`config.mk`:
```
export PLATFORM = sky130hd
export DESIGN_NAME = data_gen
export DESIGN_NICKNAME = d
export VERILOG_FILES = /design/src/rtl/data_gen_pkg.sv /design/src/rtl/data_gen_pattern_step.sv /design/src/rtl/data_gen.sv
export SDC_FILE = /design/constraint.sdc
export NUM_CORES = 1
export LEC_CHECK = 0
export ABC_AREA = 0
export ABC_CLOCK_PERIOD_IN_PS = 2670
export CAP_MARGIN = 20
export CORE_ASPECT_RATIO = 1.2
export CORE_MARGIN = 5
export CORE_UTILIZATION = 50
export DETAILED_ROUTE_END_ITERATION = 6
export PLACE_DENSITY = 0.86
export SLEW_MARGIN = 20
export SYNTH_ARGS = -nofsm -noshare
export SYNTH_HDL_FRONTEND = slang
export SYNTH_SLANG_ARGS = --single-unit
```
`constraint.sdc`:
```
create_clock -name clk_in -period 2.67 [get_ports clk_in]
set_input_delay 0.6675 -clock clk_in [delete_from_list [all_inputs] [get_ports clk_in]]
set_output_delay 0.6675 -clock clk_in [all_outputs]
set_load 0.005 [all_outputs]
```
`src/rtl/data_gen_pkg.sv`:
```
// data_gen_pkg: shared states, pattern constants and seed helper for the FT245 traffic source.
package data_gen_pkg;
  typedef enum logic [1:0] {IDLE, BURST, GAP} state_e;
  localparam logic [31:0] LFSR_TAPS = 32'h8020_0003;
  localparam int PATTERN_INC = 0;
  localparam int PATTERN_LFSR = 1;
  function automatic logic [31:0] seed_word(input int pattern, input logic [31:0] seed);
    return (pattern == PATTERN_LFSR && seed == '0) ? 32'h1 : seed;
  endfunction
endpackage

```
`src/rtl/data_gen_pattern_step.sv`:
```
// pattern_step: next test word from the current one, shared with data_check.
module pattern_step
  import data_gen_pkg::*;
#(
  parameter int PATTERN = PATTERN_INC
) (
  input  logic [31:0] cur,
  output logic [31:0] nxt
);
  always_comb nxt = (PATTERN == PATTERN_LFSR) ? ((cur >> 1) ^ (cur[0] ? LFSR_TAPS : 32'h0)) : cur + 32'd1;
endmodule

```
`src/rtl/data_gen.sv`:
```
// data_gen: bursty deterministic 32-bit word source for the FT245 tx port, with run/progress LEDs.
module data_gen
  import data_gen_pkg::*;
#(
  parameter int          BURST_LEN    = 256,
  parameter int          GAP_CYCLES   = 16,
  parameter int          PATTERN      = PATTERN_INC,
  parameter logic [31:0] SEED         = 32'h0000_0000,
  parameter int          LED_DIV_LOG2 = 20
) (
  input  logic        clk_in,
  input  logic        rst,
  input  logic        enable,
  input  logic        tx_ready,
  output logic        tx_write,
  output logic [31:0] tx_data,
  output logic [31:0] word_count,
  output logic        busy,
  output logic [1:0]  evm_led
);
  state_e      state_q, state_d, exit_to;
  logic [15:0] burst_q, burst_d;
  logic [31:0] gap_q, gap_d, data_q, data_d, count_q, count_d, data_nxt;
  logic        led_q, led_d, accept, last_word, gap_done;
  pattern_step #(.PATTERN(PATTERN)) u_step (.cur(data_q), .nxt(data_nxt));
  always_comb begin
    accept     = (state_q == BURST) & tx_ready;
    tx_write   = accept & ~rst;
    last_word  = accept & (burst_q == 16'(BURST_LEN - 1));
    gap_done   = gap_q == 32'(GAP_CYCLES - 1);
    exit_to    = enable ? BURST : IDLE;
    data_d     = accept ? data_nxt : data_q;
    count_d    = accept ? count_q + 32'd1 : count_q;
    led_d      = led_q ^ (accept & (count_d[LED_DIV_LOG2-1:0] == '0));
    burst_d    = (state_q == BURST && !last_word) ? burst_q + 16'(accept) : '0;
    gap_d      = (state_q == GAP && !gap_done) ? gap_q + 32'd1 : '0;
    state_d    = state_q == IDLE  ? exit_to :
                 state_q == BURST ? (!last_word ? BURST : (GAP_CYCLES > 0) ? GAP : exit_to) :
                 state_q == GAP   ? (gap_done ? exit_to : GAP) : IDLE;
    tx_data    = data_q;
    word_count = count_q;
    busy       = state_q != IDLE;
    evm_led    = {led_q, busy};
  end
  always_ff @(posedge clk_in) begin
    if (rst) begin
      state_q <= IDLE;
      burst_q <= '0;
      gap_q   <= '0;
      data_q  <= seed_word(PATTERN, SEED);
      count_q <= '0;
      led_q   <= 1'b0;
    end else begin
      state_q <= state_d;
      burst_q <= burst_d;
      gap_q   <= gap_d;
      data_q  <= data_d;
      count_q <= count_d;
      led_q   <= led_d;
    end
  end
endmodule

```
# After elaboration in Yosys (flattened, before gate mapping)
# Index checks and enable logic that the tools add are counted.
[word_totals]
out_inout_bits = 68
latchBits = 0
ff_bits = 115
mem_count = 0
ram_bits = 0
rom_bits = 0
[op_classes]
n_div = 0
addsub = 4
n_lt_le_gt_ge = 0
mux = 7
reduce_logical = 9
mul = 0
n_bitwise = 8
n_shift = 0
n_eq_ne = 4
[op_table]
columns = ["op", "n"]
rows = [
  ["$add A32 B1 Y32 const B", 3],
  ["$eq A32 B4 Y1 const B", 1],
  ["$logic_not A20 Y1", 1],
  ["$mux W20", 1],
  ["$add A16 B1 Y16", 1],
  ["$eq A16 B8 Y1 const B", 1],
  ["$mux W2", 5],
  ["$and A1 B1 Y1", 4],
  ["$reduce_or A2 Y1", 2],
  ["$not A1 Y1", 3],
  ["$eq A2 B1 Y1 const B", 1],
  ["$eq A2 B2 Y1 const B", 1],
  ["$logic_and A1 B1 Y1", 2],
  ["$logic_not A1 Y1", 2],
  ["$logic_not A2 Y1", 1],
  ["$reduce_bool A2 Y1", 1],
  ["$mux W1", 1],
  ["$xor A1 B1 Y1", 1],
]

# Logic depth before layout (Yosys ltp)
# Gate-level depths: netlist (run 1).
[depth]
depth_word = 7
depth_mapped = 10
mapped_depth_nobuf = 10

# Cells and area by module
# A second synthesis (run 1) with hierarchy kept.
[hier_totals]
hier_cells = 711
area_unflattened_um2 = 5756.8
[modules_own_cells]
columns = ["module", "seq_area_each_um2", "cells_per_inst", "area_per_inst_um2", "instances"]
rows = [
  ["data_gen", 2302.2, 615, 5072.4, 1],
  ["pattern_step", 0.0, 96, 684.4, 1],
]

# Worst setup path after synthesis (run 1)
# No wires, ideal clock.
[synth_path]
kind = "register to register"
startpoint = "register count_q[0], in the netlist word_count[0]"
endpoint = "register led_q"
setup_time_ps = 70
path_slack_ps = 25
required_time_ps = 2600
arrival_ps = 2575
path_buffers = 0
stages_incl_launch_ff = 9
cell_sequence = "dfxtp_1 ha_1 nand3_1 nor4_1 xnor2_1 a31oi_1 or4b_1 or4_1 a21oi_1"
[synth_via]
elab_chain_len = 5
[synth_lines]
columns = ["element", "line_no", "rtl"]
rows = [
  ["from (decl)", "data_gen.sv:23", "logic [31:0] gap_q, gap_d, data_q, data_d, count_q, count_d, data_nxt;"],
  ["from (signal assigned)", "data_gen.sv:58", "count_q <= count_d;"],
  ["$add A32 B1 Y32", "data_gen.sv:33", "count_d = accept ? count_q + 32'd1 : count_q;"],
  ["$mux W20 (*)", "data_gen.sv:33", ""],
  ["$logic_not A20 Y1 (*)", "data_gen.sv:34", "led_d = led_q ^ (accept & (count_d[LED_DIV_LOG2-1:0] == '0));"],
  ["$and A1 B1 Y1 (*)", "data_gen.sv:34", ""],
  ["$xor A1 B1 Y1 (*)", "data_gen.sv:34", ""],
  ["to (signal assigned)", "data_gen.sv:59", "led_q <= led_d;"],
  ["to (decl)", "data_gen.sv:24", "logic led_q, led_d, accept, last_word, gap_done;"],
]
# Every way passes the cells marked *; elsewhere a longest branch is shown, timed or not.
# A chain may end at the register's enable or synchronous reset.

# Worst setup path in the final report (run 1)
# Ends and elaborated chain as after synthesis.

==> impl_metrics.tcl, run 1 <==
set metrics [dict create \
    routedWlPerCell_um 14.4 \
    detailroute.via_count 4753 \
    ys_types 43 \
    synth-seq-cells 115 \
    io_pins 72 \
    syn_to_final_growth_pct 32.9 \
    cts_sinks 115 \
    setup.worst_path.start_class "flip-flop" \
    synth_enable_flop_cells 0 \
    io_buffers 71 \
    first_iter_violations 137 \
    pre_cts_ws_ns -0.536 \
    worstPathMaxFanout 6 \
    root_buffer "clkbuf_16" \
    yosys_warnings 0 \
    start_util_pct 50.7 \
    layout-drive-gt1-share_pct 12.1 \
    postCtsHoldBufs 0 \
    critPathSlowestCell "or4b_4" \
    hold_class "reg2reg" \
    fin_skew_ns 0.00570 \
    grt_max_degree 70 \
    postRouteWirelength_mm 12.6 \
    grt_use_total_pct 19.9 \
    fillCellCount 794 \
    final_cell_mix "nor2_1, dfxtp_1, clkdlybuf4s50_1" \
    ir_worst_vdd_v 0.000455 \
    power_leakage_nw 2.53 \
    worst-setup-path-type "reg2reg" \
    timing.final.crit_share_pct 96.6 \
    cts_buffer_depth 2 \
    ys_seq_area_share_pct 43.6 \
    path_cells "ha_1 > nand3_2 > or3_4 > mux2_2 > o21ai_0 > or4b_4 > or4_4 > a21oi_4" \
    end_kind "flip-flop" \
    fin_crit_ns 2.58 \
    synth_cells 623 \
    finalSetupViolCount 0 \
    setup_tns_ns 0 \
    rows 41 \
    mappedNetlistArea_mm2 0.00528 \
    fp.dieW_um 104 \
    worstPathRequired_ns 3.00 \
    via_per_inst 5.46 \
    design.core.area_mm2 0.0104 \
    finalHoldViolCount 0 \
    max-cap-violations 0 \
    overflow 0 \
    ctsHtreeMaxLevel 4 \
    dieArea_mm2 0.0127 \
    first_pass_iters 5 \
    detail-route-antenna-nets 0 \
    n_antenna_cell 0 \
    synth-main-ff-cell "dfxtp_1" \
    antenna_found_initial 1 \
    drc_errors 0 \
    power_density_mw_per_mm2 597 \
    worst_slack_ns 0.0911 \
    status "complete, no violations" \
    final_common_cell "nor2_1" \
    tightestPinTransition_ns 0.718 \
    synth.avg_cell_area_um2 8.47 \
    cp.arrival_ns 2.91 \
    final_max_slew_viol_count 0 \
    path_clk_slew_ns 0.05 \
    cts_inserted_buffers 17 \
    synth_fp_nets 632 \
    cts_tree "done" \
    clk-insertion-delay-late_ns 0.41 \
    grt_first_pass_wirelength_mm 21.1 \
    total_power_mw 4.19 \
    timing.slew.headroom_pct 52.1 \
    die_h_um 123 \
    async_reset_ff_share_pct 0 \
    place_hpwl_mm 8.75 \
    max_freq_mhz 388 \
    place_congestion 0.886 \
    cp_slowest_stage_delay_ns 0.49 \
    first_global_vias 4754 \
    nets 739 \
    rsz0062_at_grt "no" \
]
==> stage by stage <==
step	utilization, %	area [um^2]	cells	hold WS [ns]
final	67.3	7010	871	0.460
after global routing	67.3	7010	871	0.487
after CTS	67.0	6970	870	0.467
after detailed placement	61.1	6360	839	0.455
after global placement	61.1	6360	839	0.441
after floorplan	-	5280	623	0.426
==> repair_timing <==
| item | 4_1_cts | 5_1_grt |
|---|---|---|
| endpoints found under the setup margin | 2 | 3 |
| setup buffers | 0 | 1 |
| pin swaps | 0 | 3 |
| gates resized for setup | 4 | 9 |
==> worst paths after layout <==
kind                                  from             endpoint  slack [ns]  cells past startpoint
setup reg to reg  word_count[0]$_SDFF_PP0_     led_q$_SDFF_PP0_        0.09                      8
hold / removal         gap_q[0]$_SDFF_PP0_  gap_q[0]$_SDFF_PP0_        0.46                      1
setup / recovery  word_count[0]$_SDFF_PP0_     led_q$_SDFF_PP0_        0.09                      8
hold reg to reg        gap_q[0]$_SDFF_PP0_  gap_q[0]$_SDFF_PP0_        0.46                      1
==> final cells by class <==
cell class                 count  area, um^2  share of cell area, %
tap                          129         161                   2.30
inverter                      13        48.8                  0.696
clock inverter                11         161                   2.30
sequential                   115        2310                   32.9
timing repair buffer         114        1050                   14.9
clock buffer                  20         437                   6.23
multi-input combinational    469        2850                   40.7
==> sequential cells by signal (all words and copies together), names as in the netlist <==
register and count:
burst_q 16, tx_data 32, state_q 2, led_q 1, gap_q 32, word_count 32
==> per-layer routing <==
| metal | track usage [%] | part of all wire [%] | wire, um |
|---|---|---|---|
| met1 | 20.8 | 40 | 5040 |
| met2 | 37.7 | 53 | 6650 |
| met3 | 6.05 | 5.0 | 626 |
| met4 | 6.64 | 1.8 | 223 |
| met5 | 0 | 0.14 | 17 |
==> logic make-up (layout without fill, tap and decap cells) <==
family	Yosys count	after routing	synth area share (%)
simple gates	326	326	31.7
flops	115	115	43.6
mux	2	2	0.427
fa+ha+maj	5	5	1.19
buf+inv	39	158	2.99
compound gates	40	40	4.20
xor+xnor	96	96	15.9
==> where the power goes <==
part | internal (mW) | leakage, nW | switching (mW) | total (mW)
clock network | 1.54 | 0.293 | 0.752 | 2.30
registers | 1.73 | 0.928 | 0.0138 | 1.74
logic | 0.0618 | 1.31 | 0.0831 | 0.145
total | 3.34 | 2.53 | 0.849 | 4.19
==> critical path, delay by kind of cell (launching register included) <==
kind / cells / cell delay, ns
adders and majority gates: 1 / 0.19
AOI/OAI and AO/OA: 2 / 0.25
and+or+nand+nor: 4 / 1.49
muxes: 1 / 0.22
DFF: 1 / 0.33
==> synthesized netlist by cell type, types with 2 or more instances <==
library cell	instances	share of area, %
nor2_1	118	8.4
dfxtp_1	115	44
xor2_1	63	10
nand2_1	49	3.5
nand3_1	44	4.2
xnor2_1	33	5.5
nand4_1	22	2.6
clkbuf_1	20	1.4
a21oi_1	18	1.7
or3_1	15	1.8
o21ai_0	14	1.3
inv_1	13	0.92
nor3_1	13	1.2
and3_1	12	1.4
nor4_1	12	1.4
and4_1	11	1.8
and2_1	8	0.95
ha_1	5	1.2
nand2b_1	3	0.36
nor4_4	3	1.2
and4b_1	2	0.38
buf_4	2	0.28
clkbuf_2	2	0.19
mux2_2	2	0.43
nor4b_1	2	0.33
nor4bb_1	2	0.38
o31ai_1	2	0.28
or2_2	2	0.24
or4_1	2	0.28
No activity file was read; power rests on OpenSTA's default activity.
==> run 2, diff against run 1 <==
--- a/config.mk
+++ b/config.mk
@@ -13,2 +13,3 @@
 export CORE_UTILIZATION = 50
+export CTS_CLUSTER_DIAMETER = 40
 export DETAILED_ROUTE_END_ITERATION = 6
==> constraint.sdc (replaced) <==
create_clock -name clk_in -period 2.67 [get_ports clk_in]
set_input_delay 0.534 -clock clk_in [delete_from_list [all_inputs] [get_ports clk_in]]
set_output_delay 0.534 -clock clk_in [all_outputs]
set_load 0.005 [all_outputs]
==> impl_metrics.tcl, run 2 (synthesis gave the netlist of run 1 again) <==
set metrics [dict create \
    setup.worst_path.start_class "flip-flop" \
    hold_end "state_q[1]$_SDFF_PP0_" \
    dieArea_mm2 0.0127 \
    cts_tree "done" \
    fin_crit_ns 2.55 \
    io_buffers 71 \
    post_cts_buffers 0 \
    overflow 0 \
    timing.rr.start "word_count[1]$_SDFF_PP0_" \
    clk-insertion-delay-late_ns 0.41 \
    timing.slew.headroom_pct 57.7 \
    postCtsHoldBufs 0 \
    tightestPinTransition_ns 0.635 \
    worstPathRequired_ns 3.01 \
    worst-setup-path-type "reg2reg" \
    combPwrFrac_pct 3.4 \
    first_global_vias 4758 \
    detail-route-antenna-nets 0 \
    power.internal_mw 3.38 \
    n_antenna_cell 0 \
    power_leakage_nw 2.52 \
    swShare_pct 20.2 \
    worstPathMaxFanout 6 \
    detailroute.via_count 4747 \
    cts_buffer_depth 2 \
    first_pass_iters 6 \
    r2r_slack_ns 0.12 \
    grt_max_degree 66 \
    total_power_mw 4.24 \
    drc_errors 0 \
    design.core.area_mm2 0.0104 \
    end_kind "flip-flop" \
    finalSetupViolCount 0 \
    rows 41 \
    die_h_um 123 \
    nets 735 \
    finalHoldViolCount 0 \
    ir_worst_vdd_v 0.000466 \
    postLayoutCellArea_mm2 0.00700 \
    timing.final.crit_share_pct 95.6 \
    hold_depth 2 \
    whs_ns 0.390 \
    final_cell_mix "nor2_1, dfxtp_1, clkdlybuf4s50_1" \
    routedWlPerCell_um 14.7 \
    min_from "rst" \
    start_util_pct 50.7 \
    final_common_cell "nor2_1" \
    io_pins 72 \
    p_sw_mw 0.856 \
    max_freq_mhz 392 \
    path_clk_slew_ns 0.05 \
    layout-drive-gt1-share_pct 11.5 \
    seq_area_mm2 0.00230 \
    grt_use_total_pct 20.2 \
    status "complete, no violations" \
    setup_tns_ns 0 \
    cts_sinks 115 \
    worst_slack_ns 0.117 \
    antenna_found_initial 1 \
    pre_cts_ws_ns -0.402 \
    postRouteWirelength_mm 12.7 \
    timing.rr.end "led_q$_SDFF_PP0_" \
    multiInputGateArea_mm2 0.00285 \
    cp.arrival_ns 2.89 \
    grt_first_pass_wirelength_mm 21.5 \
    fp.dieW_um 104 \
    cts_inserted_buffers 17 \
    cts_resized 0 \
    place_hpwl_mm 8.89 \
    fin_skew_ns 0.00592 \
    seq_power_share_pct 41.1 \
    fillCellCount 805 \
    via_per_inst 5.48 \
    place_area_mm2 0.00634 \
    clockPowerShare_pct 55.5 \
    max-cap-violations 0 \
    first_iter_violations 208 \
    hold_class "in2reg" \
    power_density_mw_per_mm2 606 \
    root_buffer "clkbuf_16" \
    final_max_slew_viol_count 0 \
    rr_worst_depth 8 \
    place_congestion 0.859 \
    ctsHtreeMaxLevel 4 \
    syn_to_final_growth_pct 32.6 \
]
==> run 2: per-layer routing <==
layer | GRT usage (%) | part of all wire [%] | wire [um]
met5 | 0 | 0.10 | 13
met4 | 8.10 | 2.6 | 327
met3 | 6.94 | 5.2 | 665
met2 | 36.8 | 53 | 6720
met1 | 21.5 | 39 | 5010
==> run 2: area by class of cell <==
cell class	instances	area share (%)
inverter	13	0.697
clock inverter	10	2.25
multi-input combinational	469	40.8
sequential	115	32.9
clock buffer	20	6.53
tap	129	2.31
timing repair buffer	110	14.5
==> run 2: critical path, stage by stage (launching register included) <==
cell and delay, ns:
dfxtp_1 0.33, ha_1 0.20, nand3_2 0.18, or3_4 0.42, mux2_2 0.23, o21ai_1 0.07
or4b_1 0.50, or4_1 0.41, a21oi_1 0.14
==> run 2: how the worst max path moves through the flow <==
stage                                   startpoint          endpoint  slack [ns]  cells past startpoint
after floorplan           word_count[0]$_SDFF_PP0_  led_q$_SDFF_PP0_        0.02                      8
after global placement                    tx_ready  led_q$_SDFF_PP0_       -0.33                      8
after detailed placement                  tx_ready  led_q$_SDFF_PP0_       -0.40                      9
after CTS                                 tx_ready  led_q$_SDFF_PP0_       0.009                      9
after global routing      word_count[5]$_SDFF_PP0_  led_q$_SDFF_PP0_       -0.04                      8
final                     word_count[1]$_SDFF_PP0_  led_q$_SDFF_PP0_        0.12                      8
==> run 2: stage by stage <==
stage / utilization, % / instances
after detailed placement: 60.9 / 836
after CTS: 66.8 / 866
after global routing: 67.2 / 866
after floorplan: - / 623
final: 67.2 / 866
after global placement: 60.9 / 836
==> run 2: power groups by stage <==
stage	Combinational, mW	Sequential, mW	Clock, mW
finish	0.143	1.74	2.35
global route	0.157	1.74	2.47
CTS	0.142	1.74	2.37
detailed placement	0.142	1.78	0
global placement	0.137	1.78	0
floorplan	0.0779	1.78	0
==> run 3, diff against run 2 <==
- CORE_UTILIZATION: 50 -> 51
- CTS_BUF_LIST: unset -> sky130_fd_sc_hd__clkbuf_4 sky130_fd_sc_hd__clkbuf_8
- PLACE_DENSITY: 0.86 -> 0.87
- TNS_END_PERCENT: unset -> 50
==> impl_metrics.tcl, run 3 (synthesis gave the netlist of run 1 again) <==
set metrics [dict create \
    status "complete, no violations" \
    setup_tns_ns 0 \
    nets 736 \
    place_congestion 0.917 \
    path_clk_slew_ns 0.07 \
    io_pins 72 \
    drc_errors 0 \
    die_h_um 121 \
    cts_inserted_buffers 17 \
    place_hpwl_mm 8.79 \
    worstPathRequired_ns 3.03 \
    first_iter_violations 147 \
    via_per_inst 5.49 \
    cp.arrival_ns 2.95 \
    timing.rr.end "led_q$_SDFF_PP0_" \
    fin_crit_ns 2.59 \
    rows 40 \
    timing.final.crit_share_pct 97.1 \
    layout-drive-gt1-share_pct 12.3 \
    clk-insertion-delay-late_ns 0.43 \
    cts_tree "done" \
    total_power_mw 3.41 \
    syn_to_final_growth_pct 28.2 \
    finalHoldViolCount 0 \
    fin_skew_ns 0.0133 \
    first_global_vias 4593 \
    grtUsageMet3_pct 5.64 \
    first_pass_iters 5 \
    grt_first_pass_wirelength_mm 20.7 \
    grt_use_total_pct 20.6 \
    n_antenna_cell 0 \
    final_cell_mix "nor2_1, dfxtp_1, clkdlybuf4s50_1" \
    io_buffers 71 \
    critPathLaunch "word_count[0]$_SDFF_PP0_" \
    postCtsHoldBufs 0 \
    end_kind "flip-flop" \
    cts_sinks 115 \
    use_met2_pct 37.3 \
    final_common_cell "nor2_1" \
    overflow 0 \
    start_util_pct 52.5 \
    hold_depth 1 \
    ir_worst_vdd_v 0.000381 \
    timing.slew.headroom_pct 53.7 \
    gr-usage-met1_pct 22.4 \
    setup.worst_path.start_class "flip-flop" \
    worst-setup-path-type "reg2reg" \
    timing.rr.start "word_count[0]$_SDFF_PP0_" \
    power_density_mw_per_mm2 504 \
    detailroute.via_count 4745 \
    finalSetupViolCount 0 \
    r2r_slack_ns 0.08 \
    min_from "gap_q[0]$_SDFF_PP0_" \
    grt_max_degree 70 \
    worstPathMaxFanout 4 \
    top_usage_layer "met2" \
    dieArea_mm2 0.0125 \
    max_freq_mhz 386 \
    ctsHtreeMaxLevel 4 \
    design.core.area_mm2 0.0101 \
    detail-route-antenna-nets 0 \
    max-cap-violations 0 \
    hold_end "gap_q[0]$_SDFF_PP0_" \
    whs_ns 0.466 \
    final_max_slew_viol_count 0 \
    routedWlPerCell_um 14.4 \
    power_leakage_nw 2.42 \
    fillCellCount 764 \
    postRouteWirelength_mm 12.5 \
    tightestPinTransition_ns 0.695 \
    cts_buffer_depth 2 \
    fp.dieW_um 103 \
    rr_worst_depth 9 \
    antenna_found_initial 1 \
    hold_class "reg2reg" \
    root_buffer "clkbuf_8" \
]
[run 3: critical path, stage by stage, from the launching register on]
cell and delay, ns:
dfxtp_1 0.34, ha_2 0.21, buf_4 0.13, and3b_1 0.15, o21ai_0 0.11, a211oi_1 0.33
and4b_1 0.22, or4b_4 0.46, or4_4 0.43, a21oi_2 0.15
[run 3: routing by layer]
layer,vias up,share of wire (%)
li1,2326,-
met1,2260,40
met2,127,53
met3,30,5.0
met4,2,1.8
met5,-,0.072
[run 3: repair_timing]
action / in CTS / in global routing
buffers inserted: 0 / 2
setup endpoints to repair: 0 / 1
gates resized for setup: 0 / 14
[run 3: worst max path at each step]
stage | end | slack, ns | depth (start not counted)
after detailed placement | led_q$_SDFF_PP0_ | -0.42 | 8
after global placement | led_q$_SDFF_PP0_ | -0.35 | 8
after global routing | led_q$_SDFF_PP0_ | -0.03 | 9
final | led_q$_SDFF_PP0_ | 0.08 | 9
after floorplan | led_q$_SDFF_PP0_ | 0.02 | 8
after CTS | led_q$_SDFF_PP0_ | 0.03 | 8
[run 3: metrics by stage]
stage	setup slack (ns)	util [%]	area, um^2	std cells
6_report	0.0765	67.3	6770	864
5_1_grt	-0.0269	67.3	6770	864
4_1_cts	0.0273	66.7	6710	862
3_5_place_dp	-0.419	62.9	6330	832
3_3_place_gp	-0.353	62.9	6330	832
2_1_floorplan	0.0245	-	5280	623
[run 3: power breakdown]
part / internal (mW) / switching, mW
Sequential: 1.73 / 0.0143
Combinational: 0.0625 / 0.0829
Clock: 0.874 / 0.652
[run 3: area by class of cell]
class / instances / area (um^2) / share of cell area, %
Clock buffer: 25 / 325 / 4.81
Clock inverter: 5 / 50.0 / 0.740
Inverter: 13 / 48.8 / 0.721
Multi-Input combinational cell: 469 / 2850 / 42.2
Sequential cell: 115 / 2310 / 34.1
Tap cell: 126 / 158 / 2.33
Timing Repair Buffer: 111 / 1020 / 15.1
